### src/rtl/pipeline_pkg.sv
// ============================================================================
// Module   : pipeline_pkg
// Brief    : Shared datapath widths and register-file typedefs for the pipeline.
// Revision : 1.0 - initial release
// ============================================================================
`default_nettype none

package pipeline_pkg;

    localparam int DATA_W = 16;
    localparam int ADDR_W = 3;

    typedef logic [DATA_W-1:0] data_t;
    typedef logic [ADDR_W-1:0] reg_addr_t;

endpackage

`default_nettype wire

### src/rtl/regfile_core.sv
// ============================================================================
// Module   : regfile_core
// Brief    : 2**ADDR_W x DATA_W storage, synchronous clear/write, two async reads.
// Revision : 1.0 - initial release
// ============================================================================
`default_nettype none

module regfile_core
    import pipeline_pkg::*;
(
    input  logic      clk,
    input  logic      rst,
    input  logic      we,
    input  reg_addr_t waddr,
    input  data_t     wdata,
    input  reg_addr_t raddr1,
    input  reg_addr_t raddr2,
    output data_t     rdata1,
    output data_t     rdata2
);

    localparam int NUM_REGS = 2**ADDR_W;

    data_t r_regs [NUM_REGS];

    // Every entry is writable, including R0.
    always_ff @(posedge clk) begin
        if (rst) begin
            for (int i = 0; i < NUM_REGS; i++) begin
                r_regs[i] <= '0;
            end
        end else if (we) begin
            r_regs[waddr] <= wdata;
        end
    end

    assign rdata1 = r_regs[raddr1];
    assign rdata2 = r_regs[raddr2];

endmodule

`default_nettype wire

### src/rtl/writeback_regfile.sv
// ============================================================================
// Module   : writeback_regfile
// Brief    : Write-back stage, architectural register file and retired-write
//            counter. Define WB_BYPASS_EN for same-cycle write-through reads.
// Revision : 1.0 - initial release
// ============================================================================
`default_nettype none

module writeback_regfile
    import pipeline_pkg::*;
#(
    parameter int CNT_W = 16
) (
    input  logic             clk,
    input  logic             rst,
    input  logic             reg_write_in,
    input  data_t            wb_data_in,
    input  reg_addr_t        write_add_in,
    input  reg_addr_t        read_add1,
    input  reg_addr_t        read_add2,
    output data_t            read_data1,
    output data_t            read_data2,
    output logic [CNT_W-1:0] wb_count
);

    data_t            w_core_data1;
    data_t            w_core_data2;
    logic [CNT_W-1:0] r_wb_count;

    regfile_core u_core (
        .clk    (clk),
        .rst    (rst),
        .we     (reg_write_in),
        .waddr  (write_add_in),
        .wdata  (wb_data_in),
        .raddr1 (read_add1),
        .raddr2 (read_add2),
        .rdata1 (w_core_data1),
        .rdata2 (w_core_data2)
    );

`ifdef WB_BYPASS_EN
    logic w_hit1;
    logic w_hit2;

    // Forward the in-flight result, but never while reset is discarding it.
    assign w_hit1     = !rst && reg_write_in && (read_add1 == write_add_in);
    assign w_hit2     = !rst && reg_write_in && (read_add2 == write_add_in);
    assign read_data1 = w_hit1 ? wb_data_in : w_core_data1;
    assign read_data2 = w_hit2 ? wb_data_in : w_core_data2;
`else
    assign read_data1 = w_core_data1;
    assign read_data2 = w_core_data2;
`endif

    // Free-running wrap on overflow; reset wins over a concurrent write.
    always_ff @(posedge clk) begin
        if (rst) begin
            r_wb_count <= '0;
        end else if (reg_write_in) begin
            r_wb_count <= r_wb_count + 1'b1;
        end
    end

    assign wb_count = r_wb_count;

    a_we_known : assert property (@(posedge clk) !rst |-> !$isunknown(reg_write_in));

endmodule

`default_nettype wire

### config.mk
export PLATFORM = sky130hd
export DESIGN_NAME = writeback_regfile
export DESIGN_NICKNAME = d
export VERILOG_FILES = /design/src/rtl/pipeline_pkg.sv /design/src/rtl/regfile_core.sv /design/src/rtl/writeback_regfile.sv
export SDC_FILE = /design/constraint.sdc
export NUM_CORES = 1
export LEC_CHECK = 0
export CAP_MARGIN = 20
export CORE_ASPECT_RATIO = 1.25
export CORE_MARGIN = 4
export CORE_UTILIZATION = 34
export DETAILED_ROUTE_END_ITERATION = 8
export MAX_ROUTING_LAYER = met4
export PLACE_DENSITY_LB_ADDON = 0.05
export SLEW_MARGIN = 20
export SYNTH_ARGS = -nofsm -noshare
export SYNTH_HDL_FRONTEND = slang
export SYNTH_HIERARCHICAL = 1
export SYNTH_SLANG_ARGS = --single-unit
### constraint.sdc
create_clock -name clk -period 2.6 [get_ports clk]
set_input_delay 0.26 -clock clk [delete_from_list [all_inputs] [get_ports clk]]
set_output_delay 0.26 -clock clk [all_outputs]
set_load 0.005 [all_outputs]
Word-level counts from Yosys, hierarchy flattened --
Memories as Yosys holds them, arrays and structs flattened. Cells that the tools add are included.
Cells by class: $add $sub $neg 1, mux-type cells 8, reductions and logical operators 1
Operators with widths (count):
- adder 16 x 1 -> 16 bit (second input constant) | 1
- two-way mux 16 bit | 1
- OR reduction 16 bit | 1
- two-way mux 1 bit | 6
- two-way mux 3 bit | 1
Storage, ports and cells: register bits after elaboration 16, memory bits (writable) 128, input port bits 28, output and inout bits 48, word-level logic and storage cells 12, memories 1
Memories:
- u_core.r_regs | words 8, bits a word 16, read ports 2, clocked after Yosys merged registers in 0, wr ports 8, RTL line regfile_core.sv:24 | data_t r_regs [NUM_REGS];

Longest topological paths before layout --
Gate-level depths: netlist of the first run.
depth after elaboration 5, gate-level depth with buffers 5, mapped depth without buffers 5

Cells and area by module --
The synthesis of the first run kept the hierarchy.
Modules (own cells, without submodules):
- regfile_core | times used 1, cells each 430, area an instance 6999.2 um2, sequential area each 3843.7 um2
- writeback_regfile | times used 1, cells each 83, area an instance 757.0 um2, sequential area each 320.3 um2

Worst setup path after synthesis of the first run --
Ideal clock, no wire load.
path type input port to flip-flop, start input write_add_in[1], end memory u_core/r_regs[4][0] (netlist bit) (enable), setup time 0.392 ns, data arrival time 1.886 ns, required time 2.208 ns, path slack 0.322 ns, stages on the path 5, buffers on the path 3, path through or3b_1 clkbuf_1 buf_6 buf_4 o21bai_1
RTL lines:
- start: declaration | RTL line writeback_regfile.sv:18 | input reg_addr_t write_add_in,
- end: declaration | RTL line regfile_core.sv:24

Worst setup path after layout of the first run --
start input read_add1[2], end output read_data1[15]
Between the ends: cells in the longest elaborated chain, start to end 1
RTL lines:
- start: declaration | RTL line writeback_regfile.sv:19 | input reg_addr_t read_add1,
- memory read (8 x 16 bit)
- end: declaration | RTL line writeback_regfile.sv:21 | output data_t read_data1,
Every way passes these cells.

==> summary.txt, run 1 <==
Status
  • Outcome: completed

Worst setup path
  • Bufs and invs on worst path: 3
  • Slowest CP cell: clkdlybuf4s50_1
  • CP top delay family: buffers and inverters
  • Critical-path maximum fanout: 32
  • R2R Setup Slk: 740 ps
  • WP data arrival: 2180 ps
  • Most used cell, CP: clkdlybuf4s50_1
  • WP data required: 2340 ps
  • Crit. End Element: output pin
  • Startpoint Class: input pin
  • Largest stage delay on the critical path: 510 ps
  • Crit path kind: input pin to output pin
  • Crit-path cells: clkdlybuf4s50_1 -> buf_12 -> mux4_4 -> mux2_2 -> clkdlybuf4s50_1

Timing
  • Relative slew slack: 53.59%
  • Tmin final: 2443 ps
  • Highest clock rate: 409.4 MHz
  • Worst Tran Pin Value: 696.1 ps
  • Setup TNS: 0 ps
  • Final Hold Vio Count: 0
  • RSZ-0062 raised after global routing: false
  • Max Slew Vio Count: 0
  • # setup viols final: 0
  • Clock Skews: 5.068 ps
  • Tcrit/Tclk final: 93.95%

Global route
  • Largest net degree at the start of global routing: 37
  • First-pass GRT wire length: 31,620 um
  • Initial antenna violation count: 0
  • Total gr overflow: 0
  • Vias in the first global route: 5,179
  • GRT Total Usage: 17.41%

Clocking
  • Htree depth: 4
  • TritonCTS buffer count: 17
  • Worst-Skew Late Latency: 420 ps
  • Clock slew at reported path FFs: 60 ps
  • CTS tree: done
  • Post-CTS Hold Fix Bufs: 0
  • Post-CTS sizing: 0
  • CTS sink cnt: 144
  • Post-CTS Setup Bufs: 0
  • Clock Tree Root: clkbuf_16
  • CTS Buffer Depth: 2

Logic synthesis
  • Yosys cell types: 42
  • Top post-synthesis cells by count: 128 x edfxtp_1, 125 x nor3_1, 56 x mux4_1
  • Area leader, netlist: edfxtp_1
  • Sequential fraction of the synthesis area: 53.69%
  • Area fraction of the dominant cell type after synthesis: 49.56%
  • Mapped Area: 0.007756 sq mm
  • Post-synthesis cell count: 513
  • Synthesized flop and latch total: 144
  • Syn avg cell area: 15.12 sq um
  • Ys async rst share: 0%
  • Top_reg_cell synth: edfxtp_1
  • Synth top area cells: edfxtp_1 50%, mux4_1 19%, nor3_1 8.1%
  • Post-synth EDFFs: 128
  • Syn nets: 542
  • Yosys warnings: 6
  • Most common cell in the netlist: edfxtp_1

Route
  • WL per Instance: 23.42 um
  • Final wirelength: 20,800 um
  • Vias per cell: 5.473
  • ANT nets after route: 0
  • Max Used Layer: met4
  • DRC: 0
  • M1 WL: 9125 um
  • Vias: 4,860
  • Met2 routed WL: 10,860 um
  • Initial DRT Pass Iterations: 4
  • Initial DRC count: 283
  • Met3 wire length: 590 um

Min path
  • Worst Hold Class: flip-flop to flip-flop

Power
  • LEAKAGE: 0.003193 uW
  • Internal: 4835 uW
  • Logic pwr share: 13.2%
  • Total power: 6235 uW
  • Seq pwr share: 43.4%
  • Clock power frac: 43.3%
  • P_sw: 1400 uW
  • Sw Ratio: 22.45%
  • Pwr dens: 649.8 mW/mm^2
  • Peak VDD IR: 0.0004544 V

Floorplan
  • Core area: 0.02236 sq mm
  • Initial Util: 34.68%
  • Die area: 0.02531 sq mm
  • Die H: 176.9 um
  • Die width: 143.1 um
  • Std cell rows: 61
  • IO Count: 76

Finish
  • Share of layout cells above drive strength 1: 21.82%
  • Fillers: 2,045
  • # diodes: 0
  • Final layout net count: 621
  • Area Overhead vs Synth: 23.71%

Job
  • Max Cap Viol: 0

Placement
  • RD Place Congestion: 0.7709
  • IO buf count: 75
  • Dpl hpwl: 12,550 um
## flip-flops by register name, summed over array words and instances (netlist names)
signal / flops
wb_count: 16
u_core/r_regs: 128
## stage by stage
step	cells	utilization (%)	setup WS, ps	hold slack, ps	instance area [sq um]
5_1_grt	888	42.91	85.99	525.5	9595
3_3_place_gp	856	39.98	134.3	478.8	8941
6_report	888	42.91	157.3	495.6	9595
3_5_place_dp	856	39.98	148.9	486.9	8941
2_1_floorplan	513	-	321.6	407.6	7756
4_1_cts	888	42.91	134.5	498.6	9595
## cell usage in the layout, fill, tap and decap left out, types with 3 or more instances in the layout
cell	n
nor4_1	3
dfxtp_1	16
nor2_1	16
clkbuf_16	17
edfxtp_1	128
xnor2_1	6
nor3_2	6
bufinv_16	5
clkinv_1	16
mux2_2	34
xor2_1	4
a21oi_1	3
buf_12	9
clkinvlp_4	3
clkdlybuf4s50_1	73
mux4_2	7
nand3_1	3
nor3_1	125
o21bai_2	8
mux4_1	56
clkinv_4	3
buf_4	27
nand2_1	7
nand2b_1	3
## power groups by stage
| stage | clock (uW) | combinational [uW] | sequential [uW] |
|---|---|---|---|
| final | 2700 | 826 | 2710 |
| after global routing | 2860 | 884 | 2720 |
| after global placement | 0 | 837 | 2750 |
| after detailed placement | 0 | 840 | 2760 |
| after floorplan | 0 | 454 | 2730 |
| after CTS | 2760 | 844 | 2710 |
## layout make-up
type	instances	area (sq um)	area share (%)
clock buffer	20	446.7	4.655
timing repair buffer	111	1124	11.71
multi-input combinational	300	3232	33.68
inverter	18	67.56	0.7041
sequential	144	4164	43.40
tap	283	354.1	3.690
clock inverter	12	207.7	2.165
## layer usage
| layer | up-vias | global-route usage, % |
|---|---|---|
| met5 | - | - |
| met4 | 0 | 3.962 |
| met3 | 14 | 3.000 |
| met2 | 108 | 29.60 |
| met1 | 2491 | 21.83 |
| li1 | 2247 | - |
## worst reg2reg max path: cells and delay by family (launching register included)
kind	cells	cell delay [ps]
DFF	1	450
muxes	1	370
and+or+nand+nor	3	930
## cells by family after synthesis
family,Yosys count,synth area share [%]
mux,99,26.39
xor+xnor,10,1.129
buf+inv,69,5.033
flops,144,53.69
simple gates,176,12.34
compound gates,14,1.258
fa+ha+maj,1,0.1613
## worst paths after layout
kind / depth (start not counted) / startpoint / to
worst max-delay path: 5 / read_add1[2] / read_data1[15]
worst min register to register: 2 / wb_count[13] / wb_count[13]
worst min-delay path: 2 / wb_count[13] / wb_count[13]
worst max register to register: 4 / wb_count[5] / wb_count[14]
Note: power is estimated with default switching activity, not from simulation.
==> run 2, diff against run 1 <==
--- a/config.mk
+++ b/config.mk
@@ -12,8 +12,7 @@
 export DETAILED_ROUTE_END_ITERATION = 8
 export MAX_ROUTING_LAYER = met4
 export PLACE_DENSITY_LB_ADDON = 0.05
-export SLEW_MARGIN = 20
+export SLEW_MARGIN = 0
 export SYNTH_ARGS = -nofsm -noshare
 export SYNTH_HDL_FRONTEND = slang
-export SYNTH_HIERARCHICAL = 1
 export SYNTH_SLANG_ARGS = --single-unit
==> summary.txt, run 2 <==
Status
  • Outcome: completed

Clocking
  • Worst-Skew Late Latency: 420 ps
  • CTS tree: done
  • CTS sink cnt: 144
  • Clock Tree Root: clkbuf_16
  • Htree depth: 4
  • Post-CTS Setup Bufs: 0
  • Post-CTS Hold Fix Bufs: 0
  • TritonCTS buffer count: 17
  • CTS Buffer Depth: 2
  • Clock slew at reported path FFs: 60 ps
  • Post-CTS sizing: 0

Global route
  • First-pass GRT wire length: 30,310 um
  • Total gr overflow: 0
  • Largest net degree at the start of global routing: 33
  • Vias in the first global route: 4,831
  • Initial antenna violation count: 0
  • GRT Total Usage: 17.33%

Finish
  • Most frequent cells in the layout: 128 x and2_1, 128 x edfxtp_1, 73 x clkdlybuf4s50_1, 56 x mux4_1, 33 x mux2_2
  • Biggest register: u_core.r_regs
  • Final layout net count: 594
  • Max reg flops: 128
  • # diodes: 0
  • Share of layout cells above drive strength 1: 18.34%
  • Area Overhead vs Synth: 23.53%
  • Fillers: 1,986

Logic synthesis
  • Mapped Area: 0.007656 sq mm
  • Top_reg_cell synth: edfxtp_1
  • Synth top area cells: edfxtp_1 50%, mux4_1 19%, and2_1 10%
  • Yosys warnings: 0
  • Ys async rst share: 0%
  • Area leader, netlist: edfxtp_1
  • Area fraction of the dominant cell type after synthesis: 50.20%
  • Post-synth EDFFs: 128
  • Syn avg cell area: 15.95 sq um
  • Sequential fraction of the synthesis area: 54.39%
  • Top post-synthesis cells by count: 128 x and2_1, 128 x edfxtp_1, 56 x mux4_1
  • Syn nets: 509
  • Post-synthesis cell count: 480
  • Yosys cell types: 34
  • Synthesized flop and latch total: 144

Floorplan
  • Die area: 0.02500 sq mm
  • Core area: 0.02221 sq mm
  • IO Count: 76
  • Std cell rows: 61
  • Initial Util: 34.47%
  • Die width: 142.2 um
  • Die H: 175.8 um

Route
  • Final wirelength: 20,210 um
  • Initial DRC count: 302
  • DRC: 0
  • ANT nets after route: 0
  • Vias: 4,469
  • Initial DRT Pass Iterations: 4
  • WL per Instance: 23.47 um
  • Vias per cell: 5.190

Power
  • LEAKAGE: 0.003418 uW
  • Sw Ratio: 21.68%
  • Peak VDD IR: 0.0003808 V
  • P_sw: 1291 uW
  • Logic pwr share: 12.1%
  • Pwr dens: 629.6 mW/mm^2
  • Clock power frac: 42.3%
  • Internal: 4663 uW
  • Seq pwr share: 45.6%

Timing
  • Final Hold Vio Count: 0
  • Highest clock rate: 419.0 MHz
  • Worst Tran Pin Value: 624.0 ps
  • Tcrit/Tclk final: 91.80%
  • Setup TNS: 0 ps
  • Relative slew slack: 58.40%
  • RSZ-0062 raised after global routing: false
  • Clock Skews: 4.130 ps
  • Tmin final: 2387 ps
  • Max Slew Vio Count: 0
  • # setup viols final: 0
  • Hold Slack: 542.3 ps

Min path
  • Worst Hold Class: flip-flop to flip-flop

Worst setup path
  • WP data arrival: 2130 ps
  • WP data required: 2340 ps
  • Crit. End Element: output pin
  • Startpoint Class: input pin
  • Crit path kind: input pin to output pin
  • Critical-path maximum fanout: 32

Job
  • Max Cap Viol: 0

Placement
  • Dpl hpwl: 12,390 um
  • IO buf count: 75
  • RD Place Congestion: 0.7500
## run 2: critical path: stages
cell and delay [ps]:
clkdlybuf4s50_1 510, buf_12 240, mux4_1 370, mux2_2 290, clkdlybuf4s50_1 440
## run 2: layout make-up
cell class	instances	area, sq um	share of cell area [%]
Clock inverter	5	28.78	0.3043
Timing Repair Buffer	96	998.5	10.56
Inverter	1	3.754	0.03969
Tap cell	283	354.1	3.744
Multi-Input combinational cell	305	3308	34.98
Clock buffer	27	600.6	6.350
Sequential cell	144	4164	44.03
## run 2: routing by layer
metal,part of all wire [%],vias up,routed length (um),global-route usage [%]
met5,0,-,0,-
met4,1.3,0,272,4.760
met3,3.3,16,668,3.159
met2,54,96,10890,29.80
met1,41,2297,8380,20.91
li1,-,2060,-,-
## run 2: cells by family (layout without fill, tap and decap cells)
logic type | after synthesis | count (layout) | share of synthesized area [%]
buffers and inverters | 31 | 129 | 2.402
adder cells (fa/ha/maj) | 1 | 1 | 0.1634
XOR/XNOR | 13 | 13 | 1.487
multiplexers | 98 | 98 | 26.56
AO/OA/AOI/OAI | 2 | 2 | 0.1306
AND/OR/NAND/NOR | 191 | 191 | 14.87
flip-flops | 144 | 144 | 54.39
## run 2: metrics by stage
step                      std cells  setup slack (ps)  util, %  power, uW  instance area [sq um]
final                           861             213.3    42.58       5954                   9458
after global routing            861             154.8    42.58       6184                   9458
after CTS                       861             183.8    42.58       6026                   9458
after detailed placement        829             185.3    39.75       3504                   8828
after global placement          829             179.7    39.75       3492                   8828
after floorplan                 480              1029        -       3115                   7656
## run 2: final timing paths
path	slack, ps	start	to	cells past startpoint
setup reg to reg	1120	wb_count[4]	wb_count[15]	4
hold / removal	540	wb_count[7]	wb_count[7]	2
setup / recovery	210	read_add2[1]	read_data2[2]	5
hold reg to reg	540	wb_count[7]	wb_count[7]	2
## run 2: power by group through the flow
stage / registers, uW / logic (uW) / clock network [uW]
floorplan: 2730 / 385 / 0
global placement: 2750 / 739 / 0
detailed placement: 2760 / 741 / 0
CTS: 2720 / 744 / 2570
global route: 2730 / 775 / 2680
finish: 2710 / 720 / 2520
==> run 3, diff against run 2 <==
--- a/config.mk
+++ b/config.mk
@@ -5,6 +5,7 @@
 export SDC_FILE = /design/constraint.sdc
 export NUM_CORES = 1
 export LEC_CHECK = 0
+export ABC_CLOCK_PERIOD_IN_PS = 2600
 export CAP_MARGIN = 20
 export CORE_ASPECT_RATIO = 1.25
 export CORE_MARGIN = 4
==> results of run 3 <==
Same layout as run 2: the final DEF is identical, and so are final timing and power.
